### src/rtl/spi_shift_port.sv
// spi_shift_port: full-duplex serial shift port. It synchronises raw sclk,
// cs_n and mosi pins, detects sclk/cs_n edges in the clk domain, and
// exchanges one W-bit word per frame under a two-state framing FSM.
//
// Ports:
//   clk, reset          system clock, synchronous active-high reset
//   sclk_in, cs_n_in    raw asynchronous serial clock / chip select (low)
//   mosi_in             raw asynchronous serial data in
//   lsb_first           bit order, latched at frame start
//   sample_falling      0: sample on rise, shift on fall; 1: reverse
//   parallel_load       load parallel_data_in as the tx word (IDLE only)
//   parallel_data_in    word to transmit
//   parallel_data_out   last completely received word
//   miso_out            serial data out
//   frame_done          one-cycle pulse per completed word
//   busy                high while ACTIVE
//   bit_count           bits received in the current word
//   load_err            one-cycle pulse when a load is rejected
//
// state  | meaning
// IDLE   | cs_n high; tx word may be loaded, miso shows first tx bit
// ACTIVE | cs_n low; shifting rx/tx on sclk edges, frames may repeat
module spi_shift_port #(
    parameter int W           = 8,
    parameter int SYNC_STAGES = 2
) (
    input  logic                   clk,
    input  logic                   reset,
    input  logic                   sclk_in,
    input  logic                   cs_n_in,
    input  logic                   mosi_in,
    input  logic                   lsb_first,
    input  logic                   sample_falling,
    input  logic                   parallel_load,
    input  logic [W-1:0]           parallel_data_in,
    output logic [W-1:0]           parallel_data_out,
    output logic                   miso_out,
    output logic                   frame_done,
    output logic                   busy,
    output logic [$clog2(W+1)-1:0] bit_count,
    output logic                   load_err
);

    localparam int CW = $clog2(W + 1);

    typedef enum logic {IDLE = 1'b0, ACTIVE = 1'b1} state_t;

    logic [SYNC_STAGES-1:0] sclk_sync_q, sclk_sync_d;
    logic [SYNC_STAGES-1:0] cs_sync_q, cs_sync_d;
    logic [SYNC_STAGES-1:0] mosi_sync_q, mosi_sync_d;
    logic sclk_dly_q, sclk_dly_d, cs_dly_q, cs_dly_d, mosi_dly_q, mosi_dly_d;
    logic sclk_rise_q, sclk_rise_d, sclk_fall_q, sclk_fall_d;
    logic cs_fall_q, cs_fall_d, cs_rise_q, cs_rise_d;

    state_t         state_q, state_d;
    logic [W-1:0]   tx_q, tx_d, rx_q, rx_d, pdo_q, pdo_d;
    logic [CW-1:0]  bit_count_q, bit_count_d;
    logic           frame_done_q, frame_done_d, load_err_q, load_err_d;
    logic           lsb_l_q, lsb_l_d, sfall_l_q, sfall_l_d;

    logic           sample_edge, shift_edge, miso_lsb;
    logic [W-1:0]   rx_next, tx_rot;

    // Front end: mosi gets an extra delay stage so the bit used at a sample
    // pulse is the one present at the same raw time as the sclk edge.
    always_comb begin
        sclk_sync_d = {sclk_sync_q[SYNC_STAGES-2:0], sclk_in};
        cs_sync_d   = {cs_sync_q[SYNC_STAGES-2:0], cs_n_in};
        mosi_sync_d = {mosi_sync_q[SYNC_STAGES-2:0], mosi_in};
        sclk_dly_d  = sclk_sync_q[SYNC_STAGES-1];
        cs_dly_d    = cs_sync_q[SYNC_STAGES-1];
        mosi_dly_d  = mosi_sync_q[SYNC_STAGES-1];
        sclk_rise_d = sclk_sync_q[SYNC_STAGES-1] & ~sclk_dly_q;
        sclk_fall_d = ~sclk_sync_q[SYNC_STAGES-1] & sclk_dly_q;
        cs_rise_d   = cs_sync_q[SYNC_STAGES-1] & ~cs_dly_q;
        cs_fall_d   = ~cs_sync_q[SYNC_STAGES-1] & cs_dly_q;
    end

    assign sample_edge = sfall_l_q ? sclk_fall_q : sclk_rise_q;
    assign shift_edge  = sfall_l_q ? sclk_rise_q : sclk_fall_q;
    assign tx_rot      = lsb_l_q ? {tx_q[0], tx_q[W-1:1]} : {tx_q[W-2:0], tx_q[W-1]};
    assign rx_next     = lsb_l_q ? {mosi_dly_q, rx_q[W-1:1]} : {rx_q[W-2:0], mosi_dly_q};

    always_comb begin
        state_d      = state_q;
        tx_d         = tx_q;
        rx_d         = rx_q;
        pdo_d        = pdo_q;
        bit_count_d  = bit_count_q;
        lsb_l_d      = lsb_l_q;
        sfall_l_d    = sfall_l_q;
        frame_done_d = 1'b0;
        load_err_d   = 1'b0;
        case (state_q)
            IDLE: begin
                if (parallel_load) tx_d = parallel_data_in;
                if (cs_fall_q) begin
                    lsb_l_d     = lsb_first;
                    sfall_l_d   = sample_falling;
                    bit_count_d = '0;
                    rx_d        = '0;
                    state_d     = ACTIVE;
                end
            end
            ACTIVE: begin
                if (parallel_load) load_err_d = 1'b1;
                if (sample_edge) begin
                    if (bit_count_q == CW'(W - 1)) begin
                        pdo_d        = rx_next;
                        frame_done_d = 1'b1;
                        bit_count_d  = '0;
                        rx_d         = '0;
                        // Only W-1 shifts happen inside a word; the last one is
                        // folded in here so tx is back to the original word.
                        tx_d         = tx_rot;
                    end else begin
                        rx_d        = rx_next;
                        bit_count_d = bit_count_q + CW'(1);
                    end
                end else if (shift_edge && bit_count_q != '0) begin
                    // A shift edge before the first sample of a word would
                    // skip bit 0, so it is ignored.
                    tx_d = tx_rot;
                end
                if (cs_rise_q) begin
                    state_d     = IDLE;
                    bit_count_d = '0;
                    rx_d        = '0;
                end
            end
            default: state_d = IDLE;
        endcase
    end

    always_ff @(posedge clk) begin
        if (reset) begin
            sclk_sync_q  <= '0;
            cs_sync_q    <= '1;
            mosi_sync_q  <= '0;
            sclk_dly_q   <= 1'b0;
            cs_dly_q     <= 1'b1;
            mosi_dly_q   <= 1'b0;
            sclk_rise_q  <= 1'b0;
            sclk_fall_q  <= 1'b0;
            cs_rise_q    <= 1'b0;
            cs_fall_q    <= 1'b0;
            state_q      <= IDLE;
            tx_q         <= '0;
            rx_q         <= '0;
            pdo_q        <= '0;
            bit_count_q  <= '0;
            frame_done_q <= 1'b0;
            load_err_q   <= 1'b0;
            lsb_l_q      <= 1'b0;
            sfall_l_q    <= 1'b0;
        end else begin
            sclk_sync_q  <= sclk_sync_d;
            cs_sync_q    <= cs_sync_d;
            mosi_sync_q  <= mosi_sync_d;
            sclk_dly_q   <= sclk_dly_d;
            cs_dly_q     <= cs_dly_d;
            mosi_dly_q   <= mosi_dly_d;
            sclk_rise_q  <= sclk_rise_d;
            sclk_fall_q  <= sclk_fall_d;
            cs_rise_q    <= cs_rise_d;
            cs_fall_q    <= cs_fall_d;
            state_q      <= state_d;
            tx_q         <= tx_d;
            rx_q         <= rx_d;
            pdo_q        <= pdo_d;
            bit_count_q  <= bit_count_d;
            frame_done_q <= frame_done_d;
            load_err_q   <= load_err_d;
            lsb_l_q      <= lsb_l_d;
            sfall_l_q    <= sfall_l_d;
        end
    end

    // In IDLE the bit order follows the live input so miso is ready early.
    assign miso_lsb          = (state_q == ACTIVE) ? lsb_l_q : lsb_first;
    assign miso_out          = miso_lsb ? tx_q[0] : tx_q[W-1];
    assign busy              = (state_q == ACTIVE);
    assign bit_count         = bit_count_q;
    assign parallel_data_out = pdo_q;
    assign frame_done        = frame_done_q;
    assign load_err          = load_err_q;

endmodule

### config.mk
export PLATFORM = sky130hd
export DESIGN_NAME = spi_shift_port
export DESIGN_NICKNAME = d
export VERILOG_FILES = /design/src/rtl/spi_shift_port.sv
export SDC_FILE = /design/constraint.sdc
export NUM_CORES = 1
export LEC_CHECK = 0
export CAP_MARGIN = 20
export CORE_ASPECT_RATIO = 1.25
export CORE_UTILIZATION = 41
export DETAILED_ROUTE_END_ITERATION = 8
export SETUP_SLACK_MARGIN = 0.02
export SLEW_MARGIN = 20
export SYNTH_ARGS = -nofsm -noshare
export SYNTH_HDL_FRONTEND = slang
export SYNTH_SLANG_ARGS = --single-unit
### constraint.sdc
create_clock -name clk -period 3.4 [get_ports clk]
set_input_delay 1.02 -clock clk [delete_from_list [all_inputs] [get_ports clk]]
set_output_delay 1.02 -clock clk [all_outputs]
set_load 0.03 [all_outputs]
* Word level (Yosys, flattened, before mapping)
Index checks and enable logic that the tools add are counted.
** Word-level totals
- Register bits after elaboration :: 46
- Bits in latches :: 0
- Bits in writable memories :: 0
- Memory bits (read-only) :: 0
- Bits of input ports :: 16
- Output and inout bits :: 16
- Word-level logic and storage cells :: 70
- Memories :: 0
** Cells by class
- $add $sub $neg :: 1
- Multiply operators :: 0
- Div/mod/pow operators :: 0
- Magnitude comparators :: 0
- Equality and inequality tests :: 6
- Shift-type cells :: 0
- Mux-type cells :: 26
- Bitwise logic cells :: 10
- Reductions and logical operators :: 8
** Operators by type and width (number)
- 2-to-1 mux 8 bit :: 10
- case mux 8 bit (2 select lines) :: 2
- 2-to-1 mux 4 bit :: 4
- 2-to-1 mux 1 bit :: 8
- case mux 4 bit (2 select lines) :: 1
- != test 3 x 2 -> 1 bit, second input constant :: 2
- inverter 1 bit :: 6
- AND reduction 3 bit :: 2
- adder 4 x 1 -> 4 bit, second input constant :: 1
- AND 1 bit :: 4
- == test 4 x 3 -> 1 bit, second input constant :: 1
- != test 2 bit, second input constant :: 2
- AND reduction 2 bit :: 2
- nonzero test 4 bit :: 1
- != test 3 x 1 -> 1 bit, second input constant :: 1
- OR reduction 3 bit :: 1
- case mux 1 bit (2 select lines) :: 1
- OR reduction 2 bit :: 1
- logical AND 1 bit :: 1

* Longest topological paths before layout
- Word-level depth :: 5
- Mapped depth :: 7
- Gate-level depth less buffers :: 5

* Worst setup path after synthesis
Ideal clock, no wire load.
- Path type :: input port to output port
- From :: input lsb_first
- To :: output miso_out
- Data arrival time :: 1566 ps
- Required time :: 2380 ps
- Path slack :: 814 ps
- Cell stages on the path :: 2
- Buffers on the path :: 0
- Cells stage by stage :: mux2i_1 -> mux2_2
** Between the ends
- Longest elaborated chain between the ends :: 2
** RTL lines
- start, declared :: line 32 : input logic lsb_first,
- 2-to-1 mux 1 bit :: line 180 : assign miso_lsb = (state_q == ACTIVE) ? lsb_l_q : lsb_first;
- 2-to-1 mux 1 bit :: line 181 : assign miso_out = miso_lsb ? tx_q[0] : tx_q[W-1];
- end, declared :: line 37 : output logic miso_out,
Every way passes these cells.

* Final worst setup path
Same ends and word-level chain as after synthesis.

==> key figures <==
Worst setup path
  • Data required time at the worst endpoint: 2.38 ns
  • Maximum fanout encountered on the critical timing path: 2
  • Critical path endpoint category: output pin
  • Depth of the worst register-to-register path: 5
  • Origin of the critical flop-to-flop path: busy$_SDFF_PP0_
  • Worst path arrival time: 2.29 ns
  • R2R Setup Slk: 1.43 ns
  • Critical path class: in2out
  • Startpoint type of the worst setup path: primary input
  • Capture point of the worst reg-to-reg path: bit_count[3]$_SDFFE_PP0P_

Floorplan
  • Placeable core area: 4695 um2
  • Number of ports placed on the die boundary: 32
  • Cell row count: 28
  • Die Footprint: 5152 um2
  • Starting density of the core: 42.51%
  • Die width: 64.40 um
  • Y dimension of the die: 80 um

Clocking
  • H-Tree Level Count: 2
  • Maximum clock insertion buffer count: 2
  • Number of sinks on the clock net: 46
  • Insertion delay to the later sink of the worst-skew pair: 0.30 ns
  • Cts bufs inserted: 5
  • Clock-pin transition on the worst setup and hold timing paths: 0.08 ns
  • TritonCTS clock tree: done
  • Root buffer cell: clkbuf_8

Global route
  • Sum of overflow across all layers after global routing: 0
  • Global-route wire length before repair: 6575 um
  • Antenna violations before repair: 0
  • Number of global-route vias before repair: 1393
  • Aggregate global-route resource usage: 16.59%
  • Pin count of the biggest net entering global routing: 32

Yosys
  • Cells after synthesis: 213
  • Total number of yosys warnings: 0
  • Multiplexer share of the synthesized area: 11.91%
  • Number of distinct standard cells referenced by the synthesized netlist: 33
  • Register area share after synthesis: 46.14%
  • Compound-gate portion of the synthesized area: 15.24%
  • Dominant combinational cell family by area after synthesis: simple AND/OR/NAND/NOR gates
  • Syn Nets: 231
  • Avg Synthesized Cell Area: 9.369 um2
  • Post-synthesis share of cell area spent on xor and xnor gates: 0%
  • Total standard cell area after synthesis: 1996 um2
  • Adder-cell area share of the yosys netlist: 1.254%
  • FF+latch count, synth: 46
  • Area share of and/or/nand/nor cells after synthesis: 20.19%

Timing
  • Worst-case setup margin in the final layout: 0.08531 ns
  • Slew @ Worst Pin: 0.9292 ns
  • Fin Hold WS: 0.4057 ns
  • Slew Viols, Final: 0
  • Relative slew slack: 38.06%
  • Layout Skew: 0.01018 ns
  • Min Tclk post-route: 3.315 ns
  • Hold violation total from the final report: 0
  • Highest Clock Rate: 0.3017 GHz
  • Final worst-path cycle share: 97.49%
  • Unrepaired setup endpoints after global routing: no
  • Final Setup Violations: 0

Finish
  • Multi-input combinational cell area: 969.7 um2
  • # nets final: 259
  • Fillers: 458
  • FF/Latch Area: 920.9 um2
  • Syn-to-layout area delta: 20.19%
  • Layout cell share with drive strength beyond 1: 11.62%
  • Commonest cells after routing, fill and taps aside: dfxtp_1, clkdlybuf4s50_1, nand2_1
  • Leading cell type in the layout, fill and taps excluded: dfxtp_1
  • Antenna cells: 0
  • Final Cell Area: 2399 um2

Placed design
  • IO Port Bufs: 31
  • Setup Slack @ Placement: -0.1567 ns
  • Placement-stage cell area: 2321 um2
  • Detailed-placement wirelength estimate: 2499 um
  • Gp weighted congestion: 0.8085

Worst hold path
  • Worst hold stages: 1
  • Worst Min Path Start: sclk_sync_q[1]$_SDFF_PP0_
  • WHS Endpoint: sclk_fall_q$_SDFF_PP0_
  • Hold crit path type: reg2reg

Drt
  • ANT nets after route: 0
  • DRT Wirelength: 3786 um
  • Number of remaining DRC errors: 0
  • Via density per instance: 4.970
  • Number of design-rule violations left by the first detailed-router iteration: 39
  • Via count of the routed design: 1496
  • Routed length per placed instance: 12.58 um
  • First-pass iteration count of the detailed router: 4

Run status
  • Outcome: finished, final reports clean

Pwr
  • Maximum VDD drop: 262.8 uV
  • Leakage power of the design: 0.8527 nW
  • Total power divided by cell area: 398.2 nW/um2

Flow run
  • Number of maximum-capacitance constraint violations: 0
-- worst max-delay path: stages --
cell and delay, ns:
clkdlybuf4s50_1 0.42, mux2i_1 0.14, mux2_2 0.35, dlygate4sd2_1 0.35
-- metrics by stage --
step	power (mW)	util [%]	std cells	setup TNS [ns]
after floorplan	0.6276	-	213	0
after global placement	0.6574	49.44	294	-0.1172
after detailed placement	0.6581	49.44	294	-0.1567
after CTS	0.9688	51.09	301	0
after global routing	1.007	51.09	301	0
final	0.9550	51.09	301	0
-- layout make-up --
| type | instances | share of cell area, % |
|---|---|---|
| multi-input combinational | 149 | 40.43 |
| clock inverter | 2 | 0.4173 |
| tap | 60 | 3.130 |
| inverter | 4 | 0.6260 |
| sequential | 46 | 38.39 |
| clock buffer | 5 | 2.869 |
| timing repair buffer | 35 | 14.14 |
-- kinds of logic (layout without fill, tap and decap cells) --
kind of cell / Yosys count / after routing
AND/OR/NAND/NOR: 81 / 81
flip-flops: 46 / 46
AO/OA/AOI/OAI: 44 / 44
multiplexers: 22 / 22
buffers and inverters: 18 / 46
adder cells (fa/ha/maj): 2 / 2
-- how the worst max path moves through the flow --
stage / start / end / slack, ns / depth (start not counted)
floorplan: lsb_first / miso_out / 0.81 / 2
global placement: lsb_first / miso_out / -0.12 / 4
detailed placement: lsb_first / miso_out / -0.16 / 4
CTS: lsb_first / miso_out / 0.07 / 4
global route: lsb_first / miso_out / 0.05 / 4
finish: lsb_first / miso_out / 0.09 / 4
-- power by group --
group | internal [mW] | switching [mW] | total, mW
Clock | 0.138 | 0.173 | 0.311
Sequential | 0.552 | 0.00840 | 0.560
Combinational | 0.0434 | 0.0407 | 0.0841
-- cell usage after synthesis --
master,n,area [um2]
mux2_4,1,15.01
nor2_1,19,71.32
and3b_1,1,8.760
a31oi_1,1,6.260
nand3b_1,8,60.06
o21ai_0,10,50.05
nand3_1,5,25.02
buf_6,3,33.78
nand2b_1,1,6.260
buf_4,2,15.01
nor3_1,2,10.01
o22a_1,1,8.760
nor2b_1,9,56.30
or2b_2,1,8.760
clkbuf_1,3,11.26
and2_1,1,6.260
dfxtp_1,46,920.9
o22ai_1,1,6.260
ha_1,2,25.02
a211oi_1,7,52.55
mux2_2,10,112.6
nand2_1,27,101.4
a21oi_1,13,65.06
a22o_1,9,78.83
and3_1,1,6.260
or2_2,3,18.77
nor3b_1,2,15.01
buf_2,6,30.03
a21o_4,1,15.01
a31oi_4,1,21.27
or3b_1,1,8.760
mux2i_1,11,110.1
inv_1,4,15.01
-- state kept, by name (all words and copies together) (netlist names), 2 cells and up --
register	count
parallel_data_out	8
rx_q	8
tx_q	8
bit_count	4
cs_sync_q	2
mosi_sync_q	2
sclk_sync_q	2
-- repair_timing --
item                       in CTS  in global routing
gates resized for setup         1                  0
hold buffers                    0                  0
setup endpoints to repair       1                  0
setup buffers                   0                  0
-- metal layers --
layer | vias up | track usage (%) | wire [um]
met5 | - | 0 | 0
met3 | 6 | 4.286 | 142
met2 | 29 | 24.63 | 1668
li1 | 795 | - | -
met1 | 666 | 22.65 | 1917
met4 | 0 | 6.667 | 58
No activity file was read; power rests on OpenSTA's default activity.
